File: config.mk
export PLATFORM = sky130hd
export DESIGN_NAME = bundle_ctrl
export DESIGN_NICKNAME = d
export VERILOG_FILES = /design/src/rtl/bundle_pkg.sv /design/src/rtl/bundle_lane.sv /design/src/rtl/bundle_ctrl.sv
export SDC_FILE = /design/constraint.sdc
export NUM_CORES = 1
export LEC_CHECK = 0
export CORE_UTILIZATION = 55
export CTS_CLUSTER_SIZE = 14
export DETAILED_ROUTE_END_ITERATION = 16
export GPL_TIMING_DRIVEN = 0
export HOLD_SLACK_MARGIN = 0.08
export PLACE_DENSITY = 0.72
export SLEW_MARGIN = 10
export SYNTH_ARGS = -nofsm -noshare
export SYNTH_HDL_FRONTEND = slang
export SYNTH_HIERARCHICAL = 1
export SYNTH_SLANG_ARGS = --single-unit
File: constraint.sdc
create_clock -name clk -period 2.65 [get_ports clk]
set_input_delay 0.265 -clock clk [delete_from_list [all_inputs] [get_ports clk]]
set_output_delay 0.265 -clock clk [all_outputs]
set_load 0.03 [all_outputs]
File: src/rtl/bundle_pkg.sv
// Shared types and constants for the bundling (majority-vote) controller.
// BUNDLE_TIEBREAK_LFSR_EN selects LFSR tie-breaking in bundle_ctrl.
package bundle_pkg;

   typedef enum logic [2:0] {
      IDLE   = 3'd0,
      ACCUM  = 3'd1,
      DRAIN  = 3'd2,
      THRESH = 3'd3,
      OUT    = 3'd4
   } state_t;

   localparam logic signed [1:0] SEL_PLUS  = 2'sb01;
   localparam logic signed [1:0] SEL_MINUS = 2'sb11;
   localparam logic signed [1:0] SEL_ZERO  = 2'sb00;

   localparam int          LFSR_W    = 16;
   localparam logic [15:0] LFSR_SEED = 16'hACE1;
   // Fibonacci taps 16,14,13,11 expressed as bit positions 15,13,12,10
   localparam logic [15:0] LFSR_TAPS = 16'hB400;

   function automatic logic signed [1:0] vote_sel(input logic store, input logic b);
      if (!store) return SEL_ZERO;
      return b ? SEL_MINUS : SEL_PLUS;
   endfunction

endpackage

File: src/rtl/bundle_lane.sv
// One bundling lane: registered vote, saturating signed accumulator and
// threshold register with tie-break input.
module bundle_lane
   import bundle_pkg::*;
#(
   parameter int ACC_W = 8
) (
   input  logic clk,
   input  logic rst,
   input  logic clr,
   input  logic vote_load,
   input  logic vote_bit,
   input  logic store,
   input  logic thresh,
   input  logic tie_bit,
   output logic out_bit,
   output logic sat
);

   localparam logic signed [ACC_W-1:0] POS_LIM = ACC_W'((2 ** (ACC_W - 1)) - 1);
   localparam logic signed [ACC_W-1:0] NEG_LIM = -POS_LIM;

   logic signed [1:0]       vote_q;
   logic signed [ACC_W-1:0] acc;

   // Votes are only ever +1/-1, so a clamp is exactly "at the limit and pushing outward"
   assign sat = ((acc == POS_LIM) && (vote_q == SEL_PLUS)) ||
                ((acc == NEG_LIM) && (vote_q == SEL_MINUS));

   always_ff @(posedge clk) begin
      if (rst) begin
         vote_q  <= SEL_ZERO;
         acc     <= '0;
         out_bit <= 1'b0;
      end else begin
         if (clr || !vote_load) vote_q <= SEL_ZERO;
         else                   vote_q <= vote_sel(store, vote_bit);

         if (clr)      acc <= '0;
         else if (!sat) acc <= acc + {{(ACC_W-2){vote_q[1]}}, vote_q};

         if (thresh) out_bit <= acc[ACC_W-1] | ((acc == '0) & tie_bit);
      end
   end

endmodule

File: src/rtl/bundle_ctrl.sv
// Bundling pass sequencer: FSM, word counter, handshakes and LANES lane instances.
// Define BUNDLE_TIEBREAK_LFSR_EN to break accumulator ties with a free-running LFSR.
module bundle_ctrl
   import bundle_pkg::*;
#(
   parameter int LANES = 32,
   parameter int ACC_W = 8,
   parameter int CNT_W = 8
) (
   input  logic             clk,
   input  logic             rst,
   input  logic             start,
   input  logic [CNT_W-1:0] item_count,
   input  logic             in_valid,
   output logic             in_ready,
   input  logic [LANES-1:0] in_word,
   input  logic             in_store,
   output logic             out_valid,
   input  logic             out_ready,
   output logic [LANES-1:0] out_word,
   output logic             busy,
   output logic             err_sat,
   output state_t           dbg_state
);

   // Handshake: a word moves when valid & ready are both high at a rising clk edge;
   // a source holds valid and data stable until that edge, ready never depends on valid.
   state_t           state;
   logic [CNT_W-1:0] cnt;
   logic [CNT_W-1:0] count_q;
   logic [CNT_W-1:0] cnt_nxt;
   logic             xfer;
   logic             clr;
   logic             thresh_en;
   logic [LANES-1:0] lane_sat;
   logic [LANES-1:0] tie_bits;

   assign xfer      = in_valid & in_ready;
   assign clr       = (state == IDLE) & start & (item_count != '0);
   assign thresh_en = (state == THRESH);
   assign cnt_nxt   = cnt + CNT_W'(1);
   assign busy      = (state != IDLE);
   assign dbg_state = state;

`ifdef BUNDLE_TIEBREAK_LFSR_EN
   logic [LFSR_W-1:0] lfsr;

   always_ff @(posedge clk) begin
      if (rst) lfsr <= LFSR_SEED;
      else     lfsr <= {lfsr[LFSR_W-2:0], ^(lfsr & LFSR_TAPS)};
   end
`endif

   for (genvar i = 0; i < LANES; i++) begin : g_lane
`ifdef BUNDLE_TIEBREAK_LFSR_EN
      assign tie_bits[i] = lfsr[i % LFSR_W];
`else
      assign tie_bits[i] = 1'b0;
`endif
      bundle_lane #(.ACC_W(ACC_W)) u_lane (
         .clk       (clk),
         .rst       (rst),
         .clr       (clr),
         .vote_load (xfer),
         .vote_bit  (in_word[i]),
         .store     (in_store),
         .thresh    (thresh_en),
         .tie_bit   (tie_bits[i]),
         .out_bit   (out_word[i]),
         .sat       (lane_sat[i])
      );
   end

   always_ff @(posedge clk) begin
      if (rst) begin
         state     <= IDLE;
         cnt       <= '0;
         count_q   <= '0;
         in_ready  <= 1'b0;
         out_valid <= 1'b0;
         err_sat   <= 1'b0;
      end else begin
         if (|lane_sat) err_sat <= 1'b1;
         case (state)
            IDLE: begin
               if (clr) begin
                  count_q  <= item_count;
                  cnt      <= '0;
                  err_sat  <= 1'b0;
                  in_ready <= 1'b1;
                  state    <= ACCUM;
               end
            end
            ACCUM: begin
               if (xfer) begin
                  cnt <= cnt_nxt;
                  if (cnt_nxt == count_q) begin
                     in_ready <= 1'b0;
                     state    <= DRAIN;
                  end
               end
            end
            DRAIN:  state <= THRESH;
            THRESH: begin
               out_valid <= 1'b1;
               state     <= OUT;
            end
            OUT: begin
               if (out_ready) begin
                  out_valid <= 1'b0;
                  state     <= IDLE;
               end
            end
            default: state <= IDLE;
         endcase
      end
   end

endmodule
==> results.cfg, run 1 <==
[status]
outcome = completed

[placed_design]
postPlaceCellArea_mm2 = 0.0265
dp_hpwl_um = 41000
routabilityCongestion = 0.884
place_inst = 3388
portBuffers = 84
dp_slack_ns = -0.574

[routing]
wl_per_cell_um = 17.1
drtIter0Drc = 1084
vias = 21300
vias_per_cell = 6.14
route.final.wire_length_um = 59200
ant_nets = 0
drc = 0
dr.pass1.iters = 5

[finish]
fillers = 3679
multi_input_area_mm2 = 0.0163
drive_gt1_frac = 0.106
ff_latch_area_mm2 = 0.00749
final_cells = 3470
antenna_cells = 0
fin_nets = 3148
layout_commonest_cell = dfxtp_1
syn2layout_area_growth_pct = 13.5
post-route-util = 0.633
most-common-layout-cells = 374 x dfxtp_1, 225 x ha_1, 161 x nor2_1
final_area_mm2 = 0.0280

[synth]
yosysTopAreaCell = dfxtp_1
async_flop_share = 0
ys_seq_elements = 374
ys_seq_area_frac = 0.304
syn_inst = 2677
synth_area_mm2 = 0.0247
ys_top_cells_by_area = dfxtp_1 30%, ha_1 11%, o21a_1 4.0%
yosys.cell_types.count = 70
synth_top_area_share = 0.304
ys_warn_count = 6
synth_edf_count = 0
synth-main-ff-cell = dfxtp_1
syn-mean-instance-area_um2 = 9.21

[timing]
finalSetupViolations = 0
holdWs_ns = 0.103
relSlewSlack = 0.447
layout_setup_ws_ns = 0.166
rsz0062_at_grt = false
finalCriticalPeriod_ns = 2.48
fin_crit_sh = 0.937
drv_slew = 0
fmax_mhz = 403
hold_viol_final = 0
worst_pin_slew_ns = 0.823
finalClockSkew_ns = 0.0147

[clocking]
clock_latency_ns = 0.57
clk_pin_slew_ns = 0.06
cts_buffer_depth = 3
htree_levels = 2
clock-sinks = 374
cts_root_buf = clkbuf_16
numCtsBuffers = 45
cts_tree = done

[worst_setup_path]
worstPathMaxFanout = 10
cp_top_family = simple AND/OR/NAND/NOR gates
end_kind = flop
arrival_ns = 2.90
critPathRequiredTime_ns = 3.07
slowest_stage = dfxtp_1
critPathMaxStageDelay_ns = 0.57
crit_type = flop to flop
start_kind = flop
crit_chain = nand4b_1 -> nor4_4 -> or2_1 -> buf_6 -> nor4_1 -> nand2_1 -> nor4_2 -> a211oi_1
cp.buffers_inverters = 1

[global_route]
grt_pass1_vias = 20900
grt_max_degree = 106
antenna_found_initial = 1
grt-ovfl-total = 0
track_usage = 0.260
grt_pass1_wl_um = 98900

[floorplanning]
die_h_um = 214
top_level_ports = 85
start_util = 0.558
row_count = 77
dieArea_mm2 = 0.0457
coreArea_mm2 = 0.0442
chipWidth_um = 214

[power]
power.leakage_uw = 0.0110
vdd_drop_max_mv = 0.452
power_density_mw_per_mm2 = 452

[min_path]
hp-class = input port to flop

[job]
cap_viol_max_count = 0
==> path summary, 6_finish.rpt <==
check / end / startpoint / slack [ns] / cells past startpoint
max: err_sat$_SDFF_PP0_ / g_lane[20].u_lane/vote_q[1]$_SDFF_PP0_ / 0.17 / 8
min: g_lane[17].u_lane/out_bit$_SDFFE_PP0P_ / rst / 0.10 / 2
max reg2reg: err_sat$_SDFF_PP0_ / g_lane[20].u_lane/vote_q[1]$_SDFF_PP0_ / 0.17 / 8
min reg2reg: g_lane[29].u_lane/out_bit$_SDFFE_PP0P_ / g_lane[29].u_lane/out_bit$_SDFFE_PP0P_ / 0.50 / 2
==> flip-flops by register name, indices dropped and copies added, names as in the netlist <==
name	cells
g_lane.u_lane/acc	256
out_valid	1
err_sat	1
in_ready	1
cnt	8
g_lane.u_lane/vote_q	64
g_lane.u_lane/out_bit	32
count_q	8
dbg_state	3
==> cells in the mapped netlist, drive strengths merged (21+ instances only) <==
master     n
ha       225
and2      33
nor3      86
nand2    117
and3      34
or4       34
a2111oi   34
o21a     130
xor2      50
nor2     162
o211a     32
inv      149
a31oi     51
nand2b    36
o31a      31
fa        32
dfxtp    374
buf       37
o41ai     48
a21o      63
a211oi    86
xnor2     57
a21oi    153
or2       46
nor4      91
nand4     53
or3       21
nor2b     63
o21ai    114
nand3     35
==> power breakdown <==
part / switching, uW / internal, uW
registers: 71.3 / 5680
clock network: 2460 / 3680
logic: 434 / 320
==> final cells by class <==
class / instances / area share
inverters: 149 / 0.0201
clock buffers: 68 / 0.0494
clock inverters: 12 / 0.00344
well taps: 592 / 0.0265
flip-flops and latches: 374 / 0.267
multi-input cells: 2146 / 0.584
plain buffers: 39 / 0.0147
repair buffers: 90 / 0.0346
==> logic make-up after synthesis <==
family	count (synthesis)	share of synthesized area
and+or+nand+nor	896	0.231
buffers and inverters	188	0.0391
AOI/OAI and AO/OA	846	0.245
DFF	374	0.304
other	1	0.000152
xor gates and xnor gates	107	0.0380
adders and majority gates	257	0.140
muxes	8	0.00330
==> repair_timing <==
| item | CTS | global route |
|---|---|---|
| gates cloned | 1 | 0 |
| setup buffers | 1 | 0 |
| endpoints found under the setup margin | 323 | 1 |
| gates resized for setup | 4 | 1 |
| pin swaps | 1 | 0 |
| hold buffers | 0 | 0 |
==> worst register-to-register path, delay by kind of cell, from the launching register on <==
| family | cells | cell delay, ns |
|---|---|---|
| AND/OR/NAND/NOR | 6 | 1.48 |
| flip-flops | 1 | 0.57 |
| buffers and inverters | 1 | 0.14 |
| AO/OA/AOI/OAI | 1 | 0.15 |
==> stage by stage <==
step / setup TNS [ns] / power [uW]
floorplan: 0 / 6300
global placement: -1519.60 / 6580
detailed placement: -83.57 / 6600
CTS: 0 / 12800
global route: 0 / 13100
finish: 0 / 12600
==> metal layers <==
metal  vias up  GRT usage  share of wire
li1      10600          -              -
met1     10200      0.331           0.45
met2       434      0.449           0.48
met3       112     0.0353          0.044
met4         0     0.0941          0.026
met5         -          0              0
No activity file was read; power rests on OpenSTA's default activity.
==> run 2: changes to the inputs <==
--- a/config.mk
+++ b/config.mk
@@ -11,7 +11,7 @@
 export GPL_TIMING_DRIVEN = 0
 export HOLD_SLACK_MARGIN = 0.08
 export PLACE_DENSITY = 0.72
-export SLEW_MARGIN = 10
+export SLEW_MARGIN = 20
 export SYNTH_ARGS = -nofsm -noshare
 export SYNTH_HDL_FRONTEND = slang
 export SYNTH_HIERARCHICAL = 1
==> results.cfg, run 2 (synthesized netlist as in run 1, its figures left out) <==
[global_route]
grt_use_met1 = 0.330
grt_pass1_wl_um = 98500
busiest_layer = met2
grt_max_degree = 104
grt_use_met3 = 0.0335
grt-ovfl-total = 0
track_usage = 0.260
grt_pass1_vias = 20600
met2_usage = 0.448
antenna_found_initial = 3

[clocking]
clock_latency_ns = 0.57
clock-sinks = 374
numCtsBuffers = 44
cts_hold_buf = 0
htree_levels = 2
cts_tree = done
cts_root_buf = clkbuf_16
clk_pin_slew_ns = 0.06
cts_buffer_depth = 3

[worst_setup_path]
worstPathMaxFanout = 10
arrival_ns = 2.92
endpoint = err_sat$_SDFF_PP0_
reg2regPathDepth = 8
critPathMaxStageDelay_ns = 0.55
critPathRequiredTime_ns = 3.06
ff2ff_setup_slack_ns = 0.14
slowest_stage = dfxtp_1
critPathLaunch = g_lane[21].u_lane/vote_q[1]$_SDFF_PP0_
crit_type = flop to flop
r2r_start = g_lane[21].u_lane/vote_q[1]$_SDFF_PP0_
start_kind = flop
crit_chain = nand4b_1 -> nor4_4 -> or2_1 -> buf_6 -> nor4_1 -> nand2_1 -> nor4_2 -> a211oi_1
end_kind = flop
crit-reg2reg-capture = err_sat$_SDFF_PP0_

[timing]
relSlewSlack = 0.465
hold_viol_final = 0
fmax_mhz = 399
layout_setup_ws_ns = 0.143
finalClockSkew_ns = 0.0130
finalSetupViolations = 0
worst_pin_slew_ns = 0.797
finalCriticalPeriod_ns = 2.51
rsz0062_at_grt = false
drv_slew = 0
fin_crit_sh = 0.946

[placed_design]
portBuffers = 84
dp_slack_ns = -0.607
routabilityCongestion = 0.884
dp_hpwl_um = 41400

[routing]
drc = 0
wl_per_cell_um = 17.1
route.final.wire_length_um = 59400
vias = 21300
vias_per_cell = 6.14
ant_nets = 0
drtIter0Drc = 1065
dr.pass1.iters = 5

[finish]
layout_commonest_cell = dfxtp_1
syn2layout_area_growth_pct = 13.2
drive_gt1_frac = 0.106
largest_register_ffs = 256
most-common-layout-cells = 372 x dfxtp_1, 225 x ha_1, 161 x nor2_1
regMostFlops = g_lane.u_lane/acc
fin_nets = 3147
post-route-util = 0.631
reg.largest.list = g_lane.u_lane/acc: 256 flops, g_lane.u_lane/vote_q: 64 flops, g_lane.u_lane/out_bit: 32 flops

[floorplanning]
row_count = 77
start_util = 0.558
dieArea_mm2 = 0.0457
die_h_um = 214
coreArea_mm2 = 0.0442
top_level_ports = 85
chipWidth_um = 214

[job]
cap_viol_max_count = 0

[min_path]
worstHoldStart = rst
hp-class = input port to flop

[power]
vdd_drop_max_mv = 0.365
power_density_mw_per_mm2 = 445
power.leakage_uw = 0.0110

[status]
outcome = completed
[run 2: area by class of cell]
| cell class | instances | area, um2 |
|---|---|---|
| Antenna cell | 2 | 5.00 |
| Multi-Input combinational cell | 2146 | 16300 |
| Timing Repair Buffer | 90 | 968 |
| Inverter | 149 | 562 |
| Clock inverter | 15 | 105 |
| Fill cell | 3729 | 16300 |
| Sequential cell | 374 | 7490 |
| Buffer | 39 | 412 |
| Clock buffer | 59 | 1290 |
| Tap cell | 592 | 741 |
[run 2: how the worst min path moves through the flow]
stage	cells past startpoint	to	slack, ns
after floorplan	1	g_lane[24].u_lane/out_bit$_SDFFE_PP0P_	0.33
after global placement	2	g_lane[30].u_lane/out_bit$_SDFFE_PP0P_	0.49
after detailed placement	2	g_lane[29].u_lane/out_bit$_SDFFE_PP0P_	0.49
after CTS	2	g_lane[26].u_lane/out_bit$_SDFFE_PP0P_	0.11
after global routing	2	g_lane[26].u_lane/out_bit$_SDFFE_PP0P_	0.15
final	2	g_lane[26].u_lane/out_bit$_SDFFE_PP0P_	0.11
[run 2: timing repair]
item	4_1_cts	5_1_grt
buffers inserted	1	0
gates resized for setup	4	2
cloned	1	0
setup endpoints to repair	323	1
pin swaps	1	0
[run 2: worst max-delay path, delay by kind of cell (launching register included)]
kind,cells,cell delay [ns]
buffers and inverters,1,0.13
AOI/OAI and AO/OA,1,0.17
and+or+nand+nor,6,1.50
DFF,1,0.55
[run 2: where the power goes]
part	leakage, uW	switching, uW	internal, uW
sequential	0.00302	71.9	5680
combinational	0.00729	436	320
clock	0.000699	2430	3480
[run 2: metrics by stage]
step | std cells | setup TNS, ns | hold WS, ns | total power, uW | area [um2]
global route | 3465 | 0 | 0.150 | 12900 | 27900
finish | 3466 | 0 | 0.113 | 12400 | 27900
global placement | 3384 | -1519.60 | 0.485 | 6580 | 26400
floorplan | 2708 | 0 | 0.330 | 6300 | 24800
CTS | 3464 | 0 | 0.109 | 12600 | 27900
detailed placement | 3388 | -88.43 | 0.490 | 6600 | 26500
[run 2: per-layer routing]
metal | share of wire | wire length, um
met5 | 0 | 0
met4 | 0.026 | 1550
met3 | 0.037 | 2200
met2 | 0.48 | 28400
met1 | 0.46 | 27200
